`src/rtl/instruction_fetch_pkg.sv`:
```
// Shared constants, state encodings and helpers for the IF-stage fetch unit.
package instruction_fetch_pkg;

    localparam logic [31:0] RESET_PC  = 32'h0000_0000;
    localparam logic [31:0] NOP_INSTR = 32'h0000_0000;  // sll $0,$0,0
    localparam logic [31:0] WORD_MASK = 32'hFFFF_FFFC;

    localparam logic [1:0] FETCH  = 2'd0;
    localparam logic [1:0] HOLD   = 2'd1;
    localparam logic [1:0] SQUASH = 2'd2;

    typedef enum logic [1:0] {
        PC_NEXT_INC,
        PC_NEXT_REDIRECT,
        PC_NEXT_TARGET
    } pc_next_t;

    function automatic logic [31:0] word_align(input logic [31:0] addr);
        return addr & WORD_MASK;
    endfunction

endpackage

```
`src/rtl/instruction_fetch_if.sv`:
```
// Fetch-unit bundle: hazard/redirect inputs, instruction-memory handshake and IF/ID outputs.
interface instruction_fetch_if;

    logic        stall;
    logic        redirect;
    logic [31:0] redirectTarget;
    logic        memReq;
    logic [31:0] memAddr;
    logic        memReady;
    logic [31:0] memData;
    logic [31:0] pcAdd4IF;
    logic [31:0] instructionIF;
    logic        fetchValid;

    modport master (
        input  stall, redirect, redirectTarget, memReady, memData,
        output memReq, memAddr, pcAdd4IF, instructionIF, fetchValid
    );

    modport slave (
        output stall, redirect, redirectTarget, memReady, memData,
        input  memReq, memAddr, pcAdd4IF, instructionIF, fetchValid
    );

endinterface

```
`src/rtl/instruction_fetch_pc.sv`:
```
// Program counter with load enable and a next-value mux (pc+4 / redirect / saved target).
module pc_register
    import instruction_fetch_pkg::*;
#(
    parameter logic [31:0] RESET_VALUE = RESET_PC
) (
    input  logic        clk,
    input  logic        reset,
    input  logic        load,
    input  pc_next_t    sel,
    input  logic [31:0] redirect_target,
    input  logic [31:0] target,
    output logic [31:0] pc,
    output logic [31:0] pc_plus4
);

    logic [31:0] next_pc;

    // Plain 32-bit add: 32'hFFFF_FFFC wraps to 0.
    assign pc_plus4 = pc + 32'd4;

    always_comb begin
        case (sel)
            PC_NEXT_REDIRECT: next_pc = word_align(redirect_target);
            PC_NEXT_TARGET:   next_pc = target;
            default:          next_pc = pc_plus4;
        endcase
    end

    always_ff @(posedge clk or posedge reset) begin
        if (reset)
            pc <= RESET_VALUE;
        else if (load)
            pc <= next_pc;
    end

endmodule

```
`src/rtl/instruction_fetch.sv`:
```
// IF-stage fetch unit: drives instruction-memory requests and the pcAdd4IF/instructionIF pair,
// injecting NOPs whenever no valid instruction is available.
module instruction_fetch
    import instruction_fetch_pkg::*;
(
    input  logic                clk,
    input  logic                reset,
    instruction_fetch_if.master bus
);

    logic [1:0]  state, state_next;
    logic [31:0] instr_buf, target;
    logic [31:0] pc, pc_plus4;
    logic        pc_load, buf_load, target_load, valid;
    pc_next_t    pc_sel;

    pc_register u_pc (
        .clk             (clk),
        .reset           (reset),
        .load            (pc_load),
        .sel             (pc_sel),
        .redirect_target (bus.redirectTarget),
        .target          (target),
        .pc              (pc),
        .pc_plus4        (pc_plus4)
    );

    assign bus.memAddr  = pc;
    assign bus.pcAdd4IF = pc_plus4;

    always_comb begin
        // NOTE: every output of this block gets a default first so no path infers a latch.
        state_next        = state;
        pc_load           = 1'b0;
        pc_sel            = PC_NEXT_INC;
        buf_load          = 1'b0;
        target_load       = 1'b0;
        valid             = 1'b0;
        bus.memReq        = 1'b1;
        bus.instructionIF = NOP_INSTR;
        case (state)
            FETCH: begin
                valid = bus.memReady & ~bus.redirect;
                if (valid)
                    bus.instructionIF = bus.memData;
                if (bus.redirect) begin
                    if (bus.memReady) begin
                        pc_load = 1'b1;
                        pc_sel  = PC_NEXT_REDIRECT;
                    end else begin
                        // Request cannot be cancelled: remember where to go once it drains.
                        target_load = 1'b1;
                        state_next  = SQUASH;
                    end
                end else if (bus.memReady) begin
                    if (bus.stall) begin
                        buf_load   = 1'b1;
                        state_next = HOLD;
                    end else begin
                        pc_load = 1'b1;
                    end
                end
            end
            HOLD: begin
                bus.memReq = 1'b0;
                valid      = ~bus.redirect;
                if (valid)
                    bus.instructionIF = instr_buf;
                if (bus.redirect) begin
                    pc_load    = 1'b1;
                    pc_sel     = PC_NEXT_REDIRECT;
                    state_next = FETCH;
                end else if (!bus.stall) begin
                    pc_load    = 1'b1;
                    state_next = FETCH;
                end
            end
            SQUASH: begin
                target_load = bus.redirect;
                if (bus.memReady) begin
                    pc_load    = 1'b1;
                    pc_sel     = bus.redirect ? PC_NEXT_REDIRECT : PC_NEXT_TARGET;
                    state_next = FETCH;
                end
            end
            default: state_next = FETCH;
        endcase
    end

    assign bus.fetchValid = valid;

    // NOTE: state registers use non-blocking assignments so all of them update from pre-edge values.
    always_ff @(posedge clk or posedge reset) begin
        if (reset) begin
            state     <= FETCH;
            instr_buf <= NOP_INSTR;
            target    <= 32'h0;
        end else begin
            state <= state_next;
            if (buf_load)
                instr_buf <= bus.memData;
            if (target_load)
                target <= word_align(bus.redirectTarget);
        end
    end

endmodule

```
`src/flat_wrapper.sv`:
```
// flat-port wrapper written by rule: the top's interface ports become plain ports
module instruction_fetch_flat import instruction_fetch_pkg::*;
  (clk, reset, bus_stall, bus_redirect, bus_redirectTarget, bus_memReady, bus_memData, bus_memReq, bus_memAddr, bus_pcAdd4IF, bus_instructionIF, bus_fetchValid);
  instruction_fetch_if bus_i ();
  input  logic clk;
  input  logic reset;
  input wire logic [$bits(bus_i.stall)-1:0] bus_stall;
  input wire logic [$bits(bus_i.redirect)-1:0] bus_redirect;
  input wire logic [$bits(bus_i.redirectTarget)-1:0] bus_redirectTarget;
  input wire logic [$bits(bus_i.memReady)-1:0] bus_memReady;
  input wire logic [$bits(bus_i.memData)-1:0] bus_memData;
  output wire logic [$bits(bus_i.memReq)-1:0] bus_memReq;
  output wire logic [$bits(bus_i.memAddr)-1:0] bus_memAddr;
  output wire logic [$bits(bus_i.pcAdd4IF)-1:0] bus_pcAdd4IF;
  output wire logic [$bits(bus_i.instructionIF)-1:0] bus_instructionIF;
  output wire logic [$bits(bus_i.fetchValid)-1:0] bus_fetchValid;
  assign bus_i.stall = bus_stall;
  assign bus_i.redirect = bus_redirect;
  assign bus_i.redirectTarget = bus_redirectTarget;
  assign bus_i.memReady = bus_memReady;
  assign bus_i.memData = bus_memData;
  assign bus_memReq = bus_i.memReq;
  assign bus_memAddr = bus_i.memAddr;
  assign bus_pcAdd4IF = bus_i.pcAdd4IF;
  assign bus_instructionIF = bus_i.instructionIF;
  assign bus_fetchValid = bus_i.fetchValid;
  instruction_fetch u_core (.clk(clk), .reset(reset), .bus(bus_i));
endmodule
```
`config.mk`:
```
export PLATFORM = sky130hd
export DESIGN_NAME = instruction_fetch_flat
export DESIGN_NICKNAME = d
export VERILOG_FILES = /design/src/rtl/instruction_fetch_pkg.sv /design/src/rtl/instruction_fetch_if.sv /design/src/rtl/instruction_fetch_pc.sv /design/src/rtl/instruction_fetch.sv /design/src/flat_wrapper.sv
export SDC_FILE = /design/constraint.sdc
export NUM_CORES = 1
export LEC_CHECK = 0
export BUFFER_PORTS_ARGS = -buffer_cell sky130_fd_sc_hd__buf_2
export CAP_MARGIN = 30
export CORE_ASPECT_RATIO = 0.75
export CORE_MARGIN = 5
export CORE_UTILIZATION = 52
export DETAILED_ROUTE_END_ITERATION = 10
export PLACE_DENSITY = 0.81
export SLEW_MARGIN = 30
export SYNTH_ARGS = -nofsm -noshare
export SYNTH_HDL_FRONTEND = slang
export SYNTH_SLANG_ARGS = --single-unit
export TNS_END_PERCENT = 100
```
`constraint.sdc`:
```
create_clock -name clk -period 3.3 [get_ports clk]
set_input_delay 0.495 -clock clk [delete_from_list [all_inputs] [get_ports clk]]
set_output_delay 0.495 -clock clk [all_outputs]
set_load 0.02 [all_outputs]
```
==> impl_metrics.env, run 1 <==
export IMPL_outcome="finished clean"
export IMPL_synth_ff_type="dfrtp_1"
export IMPL_pre_cts_slack_ns=0.613
export IMPL_fp_coreArea_sq_um=10400
export IMPL_clockBufferDepth=2
export IMPL_slew_headroom_pct=45.2
export IMPL_synth_seq_cells=94
export IMPL_port_buffers=160
export IMPL_ios=167
export IMPL_synth_edf_count=0
export IMPL_num_antenna_cells=0
export IMPL_drc=0
export IMPL_hp_class="input pin to asynchronous set/reset pin"
export IMPL_finalClockSkew_ns=0.00808
export IMPL_fmax_mhz=326
export IMPL_fin_crit_ns=3.07
export IMPL_fillers=808
export IMPL_first_iter_violations=523
export IMPL_drv_slew=0
export IMPL_rsz0062_at_grt="no"
export IMPL_crit_type="flop to output pin"
export IMPL_start_kind="flop"
export IMPL_dr_total_vias=5092
export IMPL_cts_tree="built"
export IMPL_ys_seq_area_share_pct=42.3
export IMPL_grt_max_degree=95
export IMPL_grt_pass1_wl_mm=26.3
export IMPL_min_period_over_period_pct=93.1
export IMPL_worst_pin_slew_ns=0.822
export IMPL_yosys_top_cells_area="dfrtp_1, mux2_2, a22o_1, a221o_1, xnor2_1"
export IMPL_syn_to_final_growth_pct=21.5
export IMPL_cts_max_level=3
export IMPL_setup_viol=0
export IMPL_finalHoldViolCount=0
export IMPL_dieHeight_um=99.5
export IMPL_stdcell_area_sq_um=6750
export IMPL_post_cts_resized=0
export IMPL_clkLatencyLatePin_ns=0.35
export IMPL_wl_per_cell_um=20.0
export IMPL_row_count=32
export IMPL_synth_area_sq_um=5560
export IMPL_power_mw=4.12
export IMPL_synth_top_area_share_pct=42.3
export IMPL_synth_distinct_cells=56
export IMPL_gp_congestion=0.893
export IMPL_firstDrtPassIters=7
export IMPL_async_flop_share_pct=100
export IMPL_syn_area_per_cell_sq_um=10.4
export IMPL_netlist_instances=532
export IMPL_clk_pin_slew_ns=0.06
export IMPL_final_common_cell="buf_2"
export IMPL_wl_mm=16.2
export IMPL_viasPerCell=6.29
export IMPL_dp_hpwl_mm=11.9
export IMPL_grt_pass1_vias=5079
export IMPL_die_area_sq_um=12900
export IMPL_yosysWarnings=0
export IMPL_drive_gt1_share_pct=39.6
export IMPL_mostFrequentLayoutCells="buf_2, dfrtp_1, mux2_2, a22o_1, nand2_1"
export IMPL_ctsHoldBuffers=0
export IMPL_worst_slack_ns=0.228
export IMPL_crit_arrival_ns=2.58
export IMPL_required_ns=2.80
export IMPL_reg2reg_to="u_core.u_pc.pc[7]"
export IMPL_cts_root_buf="clkbuf_16"
export IMPL_tns_ns=0
export IMPL_drv_cap=0
export IMPL_antenna_found_initial=0
export IMPL_placed_cell_area_sq_um=6480
export IMPL_synth_area_leader_cell="dfrtp_1"
export IMPL_worstSetupEndpointType="output pin"
export IMPL_grt_overflow=0
export IMPL_grt_usage_pct=25.5
export IMPL_ir_drop_mv=0.319
export IMPL_pwr_density_cell_nw_per_um2=610
export IMPL_regToRegSetupSlack_ns=0.71
export IMPL_start_util_pct=53.6
export IMPL_cts_buffers=9
export IMPL_postCtsSetupRepairBufs=0
export IMPL_r2r_start="u_core.state[0]"
export IMPL_r2r_cells=8
export IMPL_die_w_um=129
export IMPL_fin_nets=743
export IMPL_p_leak_nw=3.11
export IMPL_cp_max_fo=8
export IMPL_cts_sinks=94
export IMPL_ant_nets=0
[per-layer routing]
layer  routed length [um]  vias up  track usage, %
li1                     -     2304               -
met1                 6680     2545            34.7
met2                 7650      221            40.1
met3                 1620       22            7.09
met4                  231        0            7.02
met5                    0        -               0
[critical path, stage by stage (launching register included)]
cell and delay (ns):
dfrtp_1 0.50, ha_1 0.35, nand3_2 0.22, or4_1 0.59, nor2_1 0.20, xor2_1 0.18
buf_2 0.19
[worst max-delay path by stage]
stage | from | endpoint | depth (start not counted)
global route | u_core.u_pc.pc[2] | bus_pcAdd4IF[26] | 6
floorplan | reset | u_core.instr_buf[0] | 1
global placement | bus_memReady | u_core.u_pc.pc[21] | 7
detailed placement | bus_memReady | u_core.u_pc.pc[7] | 9
finish | u_core.u_pc.pc[2] | bus_pcAdd4IF[26] | 6
CTS | u_core.u_pc.pc[2] | bus_pcAdd4IF[26] | 6
[sequential cells by signal (all words and copies together), names as in the netlist]
register,count
u_core.instr_buf,32
u_core.state,2
u_core.target,30
u_core.u_pc.pc,30
[cell usage after synthesis (4+ instances only)]
cell	n
a211oi_1	5
a21oi_1	13
a221o_1	16
a221oi_1	12
a22o_1	32
a2bb2oi_1	4
a311oi_1	6
a41oi_1	4
and2_1	5
and3_1	10
and4_1	5
buf_2	20
buf_4	5
clkbuf_1	27
dfrtp_1	94
inv_1	12
mux2_2	61
mux2i_1	9
nand2_1	23
nand3_1	20
nand4_1	10
nor2_1	16
nor3_1	14
nor4_1	10
o211ai_1	4
o21ai_0	9
o22a_1	9
or3_1	4
or4_1	5
xnor2_1	17
xor2_1	9
[through the flow]
step / hold slack (ns) / instances / utilization [%]
2_1_floorplan: 0.447 / 535 / -
3_3_place_gp: 0.477 / 796 / 62.5
3_5_place_dp: 0.493 / 796 / 62.5
4_1_cts: 0.286 / 810 / 65.1
5_1_grt: 0.310 / 810 / 65.1
6_report: 0.241 / 810 / 65.1
[cell type report]
class                   count  area (sq um)  share of cell area (%)
multi-input cells         374          2930                    43.4
well taps                 136           170                    2.52
clock inverters             3          21.3                   0.315
repair buffers            180           976                    14.5
clock buffers              11           253                    3.74
inverters                  12          46.3                   0.686
flip-flops and latches     94          2350                    34.8
[kinds of logic (layout without fill, tap and decap cells)]
| group | Yosys count | count (layout) | share of synthesized area, % |
|---|---|---|---|
| xor gates and xnor gates | 26 | 26 | 4.10 |
| buffers and inverters | 67 | 206 | 5.34 |
| adders and majority gates | 3 | 3 | 0.676 |
| DFF | 94 | 94 | 42.3 |
| muxes | 73 | 73 | 14.6 |
| and+or+nand+nor | 134 | 134 | 13.3 |
| AOI/OAI and AO/OA | 134 | 134 | 19.6 |
| other | 1 | 4 | 0.0675 |
[power by group]
part	leakage, nW	internal (mW)	switching, mW
sequential	1.14	1.42	0.316
clock	0.133	0.543	0.433
combinational	1.84	0.593	0.816
No activity file was read; power rests on OpenSTA's default activity.
==> inputs of run 2 (changes only) <==
--- a/config.mk
+++ b/config.mk
@@ -5,6 +5,7 @@
 export SDC_FILE = /design/constraint.sdc
 export NUM_CORES = 1
 export LEC_CHECK = 0
+export ABC_AREA = 1
 export BUFFER_PORTS_ARGS = -buffer_cell sky130_fd_sc_hd__buf_2
 export CAP_MARGIN = 30
 export CORE_ASPECT_RATIO = 0.75
@@ -12,6 +13,7 @@
 export CORE_UTILIZATION = 52
 export DETAILED_ROUTE_END_ITERATION = 10
 export PLACE_DENSITY = 0.81
+export SETUP_SLACK_MARGIN = 0.5
 export SLEW_MARGIN = 30
 export SYNTH_ARGS = -nofsm -noshare
 export SYNTH_HDL_FRONTEND = slang
==> run 2 against run 1 <==
  * Clock skew barely moved
  * Wire length fell by 9.0%
  * Final area fell by 2.4%
  * Critical path type unchanged
  * Via count rose by 5.8%
  * Hold slack improved by 0.067 ns
  * Global-route usage fell by 2.3 points
  * Register-to-register slack improved by 0.25 ns
  * Die area fell by 2.8%
==> impl_metrics.env, run 2 <==
export IMPL_ios=167
export IMPL_grt_pass1_wl_mm=23.7
export IMPL_synth_area_sq_um=5390
export IMPL_synth_most_common_cell="nand2_1"
export IMPL_synth_top_area_share_pct=43.7
export IMPL_dp_hpwl_mm=10.8
export IMPL_reg_top3="u_core.instr_buf x32, u_core.target x30, u_core.u_pc.pc x30"
export IMPL_hp_class="input pin to asynchronous set/reset pin"
export IMPL_post_cts_resized=0
export IMPL_worst_pin_slew_ns=0.781
export IMPL_rsz0062_at_grt="no"
export IMPL_power_mw=4.14
export IMPL_start_kind="flop"
export IMPL_final_common_cell="nand2_1"
export IMPL_finalClockSkew_ns=0.00821
export IMPL_ir_drop_mv=0.291
export IMPL_fin_crit_ns=2.47
export IMPL_clk_pin_slew_ns=0.07
export IMPL_cts_root_buf="clkbuf_16"
export IMPL_clockBufferDepth=2
export IMPL_synth_area_leader_cell="dfrtp_1"
export IMPL_fin_nets=965
export IMPL_clkLatencyLatePin_ns=0.34
export IMPL_yosysWarnings=0
export IMPL_grt_pass1_vias=4861
export IMPL_top_register="u_core.instr_buf"
export IMPL_crit_type="flop to output pin"
export IMPL_synth_distinct_cells=28
export IMPL_start_util_pct=52.8
export IMPL_cp_max_fo=6
export IMPL_first_iter_violations=408
export IMPL_cts_sinks=94
export IMPL_worst_slack_ns=0.833
export IMPL_drc=0
export IMPL_crit_arrival_ns=1.97
export IMPL_wl_mm=14.7
export IMPL_firstDrtPassIters=5
export IMPL_grt_max_degree=57
export IMPL_cts_tree="built"
export IMPL_cts_buffers=9
export IMPL_fp_coreArea_sq_um=10200
export IMPL_slew_headroom_pct=47.8
export IMPL_ys_seq_area_share_pct=43.7
export IMPL_pre_cts_slack_ns=0.921
export IMPL_yosys_top_cells_area="dfrtp_1, nand2_1, o21ai_0, inv_1, a21oi_1"
export IMPL_synth_common_cells="nand2_1, inv_1, dfrtp_1"
export IMPL_cts_max_level=3
export IMPL_drv_cap=0
export IMPL_mostFrequentLayoutCells="nand2_1, buf_2, inv_1, dfrtp_1, o21ai_0"
export IMPL_port_buffers=160
export IMPL_cp_slowest_stage_delay_ns=0.45
export IMPL_row_count=32
export IMPL_stdcell_area_sq_um=6590
export IMPL_drv_slew=0
export IMPL_tns_ns=0
export IMPL_holdWs_ns=0.308
export IMPL_drive_gt1_share_pct=24.1
export IMPL_ctsHoldBuffers=0
export IMPL_num_antenna_cells=0
export IMPL_syn_to_final_growth_pct=22.3
export IMPL_setup_viol=0
export IMPL_postCtsSetupRepairBufs=0
export IMPL_wl_per_cell_um=14.2
export IMPL_synth_seq_cells=94
export IMPL_grt_usage_pct=23.2
export IMPL_dr_total_vias=5386
export IMPL_antenna_found_initial=0
export IMPL_die_area_sq_um=12500
export IMPL_viasPerCell=5.21
export IMPL_fmax_mhz=405
export IMPL_synth_ff_type="dfrtp_1"
export IMPL_crit_top_cell="nand2_1"
export IMPL_p_leak_nw=3.48
export IMPL_path_cells="nand2_1 -> nor2_1 -> nand2_1 -> nor2_1 -> nand3_1 -> nand2_1 -> buf_2"
export IMPL_outcome="finished clean"
export IMPL_netlist_instances=746
export IMPL_grt_overflow=0
export IMPL_worstSetupEndpointType="output pin"
export IMPL_min_period_over_period_pct=74.8
export IMPL_placed_cell_area_sq_um=6280
export IMPL_ant_nets=0
export IMPL_synth_edf_count=0
export IMPL_required_ns=2.80
export IMPL_gp_congestion=0.920
export IMPL_slowest_stage="dfrtp_1"
export IMPL_largest_register_ffs=32
export IMPL_finalHoldViolCount=0
export IMPL_syn_area_per_cell_sq_um=7.22
export IMPL_dieHeight_um=98.2
export IMPL_pwr_density_cell_nw_per_um2=629
export IMPL_async_flop_share_pct=100
export IMPL_die_w_um=128
==> run 2: cell count changes in the layout (fill, tap and decap cells not counted), sizes merged, moves of 32 or more <==
cell,before,now
nor2,16,58
a22o,32,0
a21oi,13,51
mux2,64,12
o22ai,0,35
inv,11,94
nand2,23,235
o21ai,10,81
==> run 2: cell type report <==
class / instances / area (sq um)
Timing Repair Buffer: 171 / 903
Clock inverter: 4 / 47.5
Sequential cell: 94 / 2350
Inverter: 96 / 364
Fill cell: 929 / 3620
Multi-Input combinational cell: 521 / 2510
Tap cell: 136 / 170
Clock buffer: 12 / 236
==> run 2: worst paths after layout <==
| check | cells past startpoint | slack (ns) | start | to |
|---|---|---|---|---|
| setup / recovery | 7 | 0.83 | u_core.u_pc.pc[18] | bus_pcAdd4IF[27] |
| hold / removal | 3 | 0.31 | reset | u_core.target[8] |
| setup reg to reg | 10 | 0.96 | u_core.state[1] | u_core.u_pc.pc[16] |
| hold reg to reg | 2 | 0.49 | u_core.target[18] | u_core.target[18] |
| max in group asynchronous | 3 | 2.43 | reset | u_core.instr_buf[10] |
| min in group clk | 2 | 0.37 | bus_memReady | u_core.state[1] |
==> run 2: through the flow <==
| stage | util, % | std cells |
|---|---|---|
| after floorplan | - | 749 |
| after detailed placement | 61.5 | 1017 |
| after global routing | 64.5 | 1034 |
| final | 64.5 | 1034 |
| after global placement | 61.5 | 1017 |
| after CTS | 64.3 | 1033 |
==> run 2: cells by family (layout without fill, tap and decap cells) <==
group / count (synthesis) / count (layout) / synth area share [%]
AO/OA/AOI/OAI: 169 / 169 / 16.8
XOR/XNOR: 9 / 9 / 1.46
adder cells (fa/ha/maj): 3 / 3 / 0.697
buffers and inverters: 134 / 283 / 10.0
flip-flops: 94 / 94 / 43.7
multiplexers: 12 / 12 / 2.51
other: 1 / 4 / 0.0696
AND/OR/NAND/NOR: 324 / 324 / 24.7
==> run 2: layer usage <==
layer  global-route usage [%]  share of wire [%]
met5                        0                  0
met4                     5.85                1.6
met3                     4.48                6.9
met2                     36.5                 47
met1                     33.1                 44
==> run 2: report_power, final <==
part / internal, mW / switching [mW] / leakage [nW]
Clock: 0.586 / 0.418 / 0.137
Combinational: 0.509 / 0.988 / 2.20
Sequential: 1.42 / 0.223 / 1.14
Total: 2.51 / 1.63 / 3.48
==> run 2: critical path: cells and delay by family, from the launching register on <==
family,cells,cell delay [ns]
buffers and inverters,1,0.16
flip-flops,1,0.45
AND/OR/NAND/NOR,6,1.02
==> inputs of run 3 (changes only) <==
--- a/config.mk
+++ b/config.mk
@@ -5,7 +5,7 @@
 export SDC_FILE = /design/constraint.sdc
 export NUM_CORES = 1
 export LEC_CHECK = 0
-export ABC_AREA = 1
+export ABC_AREA = 0
 export BUFFER_PORTS_ARGS = -buffer_cell sky130_fd_sc_hd__buf_2
 export CAP_MARGIN = 30
 export CORE_ASPECT_RATIO = 0.75
==> constraint.sdc (replaced) <==
create_clock -name clk -period 2.5 [get_ports clk]
set_input_delay 0.375 -clock clk [delete_from_list [all_inputs] [get_ports clk]]
set_output_delay 0.375 -clock clk [all_outputs]
set_load 0.02 [all_outputs]
==> run 3 against run 2 <==
  * The flow now finishes with violations (DRC, setup timing)
  * Highest routed layer unchanged
  * Core utilization grew 31 points
  * Wire length grew 140%
  * Largest cell class unchanged
  * Largest power group is now combinational logic
  * Critical path type is now flop to flop
  * Global-route usage grew 16 points
==> impl_metrics.env, run 3 (synthesized netlist as in run 1, its figures left out) <==
export IMPL_min_period_over_period_pct=107
export IMPL_placed_cell_area_sq_um=6820
export IMPL_cts_root_buf="clkbuf_16"
export IMPL_start_util_pct=53.6
export IMPL_cp_top_family="simple AND/OR/NAND/NOR gates"
export IMPL_dr_total_vias=7557
export IMPL_worstSetupEndpointType="flop"
export IMPL_rsz0062_at_grt="yes"
export IMPL_worst_slack_ns=-0.182
export IMPL_grt_overflow=0
export IMPL_holdWs_ns=0.0755
export IMPL_drive_gt1_share_pct=68.1
export IMPL_crit_arrival_ns=2.91
export IMPL_grt_max_degree=33
export IMPL_cp_max_fo=6
export IMPL_cts_max_level=3
export IMPL_die_w_um=129
export IMPL_viasPerCell=7.77
export IMPL_grt_usage_pct=39.4
export IMPL_setup_viol=7
export IMPL_reg2reg_to="u_core.u_pc.pc[20]"
export IMPL_fp_coreArea_sq_um=10400
export IMPL_instances_no_fill=972
export IMPL_dp_hpwl_mm=12.3
export IMPL_top_register="u_core.instr_buf"
export IMPL_outcome="complete, but fails checks"
export IMPL_cts_tree="built"
export IMPL_wl_per_cell_um=36.4
export IMPL_place_inst=816
export IMPL_start_kind="flop"
export IMPL_dieHeight_um=99.5
export IMPL_largest_register_ffs=32
export IMPL_fin_crit_ns=2.68
export IMPL_cp_startpoint="u_core.state[0]"
export IMPL_cts_buffers=9
export IMPL_port_buffers=160
export IMPL_row_count=32
export IMPL_final_util_pct=96.0
export IMPL_ant_nets=0
export IMPL_r2r_start="u_core.state[0]"
export IMPL_mostFrequentLayoutCells="buf_4, buf_2, buf_6, dfrtp_1, mux2_2"
export IMPL_r2r_cells=10
export IMPL_grt_pass1_vias=6727
export IMPL_clockBufferDepth=2
export IMPL_finalClockSkew_ns=0.0136
export IMPL_pre_cts_slack_ns=0.125
export IMPL_crit_top_cell="buf_6"
export IMPL_drv_slew=0
export IMPL_die_area_sq_um=12900
export IMPL_path_cells="buf_6 -> nor2b_4 -> nand3b_1 -> ha_4 -> buf_6 -> buf_6 -> buf_16 -> nand2b_1 -> a21oi_1 -> nor3_1"
export IMPL_slew_headroom_pct=37.0
export IMPL_ir_drop_mv=0.753
export IMPL_pwr_density_cell_nw_per_um2=760
export IMPL_final_common_cell="buf_4"
export IMPL_gp_congestion=0.916
export IMPL_violations="DRC, setup timing"
export IMPL_finalHoldViolCount=0
export IMPL_syn_to_final_growth_pct=79.1
export IMPL_reg_top3="u_core.instr_buf x32, u_core.target x30, u_core.u_pc.pc x30"
export IMPL_clk_pin_slew_ns=0.08
export IMPL_fin_nets=902
export IMPL_ios=167
export IMPL_cts_sinks=94
export IMPL_antenna_found_initial=1
export IMPL_p_leak_nw=4.46
export IMPL_cp_slowest_stage_delay_ns=0.48
export IMPL_path_buf_inv=4
export IMPL_first_iter_violations=1242
export IMPL_wl_mm=35.4
export IMPL_regToRegSetupSlack_ns=-0.18
export IMPL_crit_type="flop to flop"
export IMPL_drv_cap=0
export IMPL_firstDrtPassIters=11
export IMPL_required_ns=2.72
export IMPL_hp_class="input pin to asynchronous set/reset pin"
export IMPL_grt_pass1_wl_mm=39.4
export IMPL_worst_pin_slew_ns=0.937
export IMPL_clkLatencyLatePin_ns=0.38
export IMPL_drc=2
export IMPL_fmax_mhz=373
export IMPL_stdcell_area_sq_um=9950
export IMPL_slowest_stage="a21oi_1"
run 3: what timing repair did:
action / CTS / global route
endpoints found under the hold margin: 0 / 0
hold buffers: 0 / 0
endpoints found under the setup margin: 89 / 89
pin swaps: 55 / 80
cloned: 9 / 2
resized for setup: 210 / 167
setup buffers: 86 / 42
run 3: how the worst max path moves through the flow:
stage	cells past startpoint	slack, ns	endpoint
floorplan	7	0.38	bus_pcAdd4IF[31]
global placement	8	0.27	u_core.u_pc.pc[26]
finish	10	-0.18	u_core.u_pc.pc[20]
CTS	6	0.1	bus_pcAdd4IF[26]
detailed placement	8	0.12	u_core.u_pc.pc[26]
global route	10	-0.21	u_core.u_pc.pc[20]
run 3: report_power, final:
part	leakage [nW]	internal [mW]	switching [mW]
Clock	0.136	0.700	0.768
Combinational	3.22	1.68	2.04
Sequential	1.11	1.89	0.482
Total	4.46	4.27	3.29
run 3: layer usage:
metal / GRT usage [%] / part of all wire (%) / vias up
li1: - / - / 2643
met1: 47.5 / 31 / 3489
met2: 61.2 / 42 / 1015
met3: 16.5 / 17 / 410
met4: 19.1 / 11 / 0
met5: 0 / 0 / -
run 3: area by class of cell:
class                   instances  area (sq um)
diodes                          1          2.50
fillers                       210           419
repair buffers                339          3080
multi-input cells             374          3970
inverters                      12          53.8
clock inverters                 7          63.8
flip-flops and latches         94          2380
clock buffers                   9           225
well taps                     136           170
run 3: stage by stage:
stage	TNS [ns]	power, mW
after floorplan	0	3.64
after global routing	-0.587	7.64
final	-0.369	7.56
after CTS	0	6.31
after global placement	0	4.20
after detailed placement	0	4.29
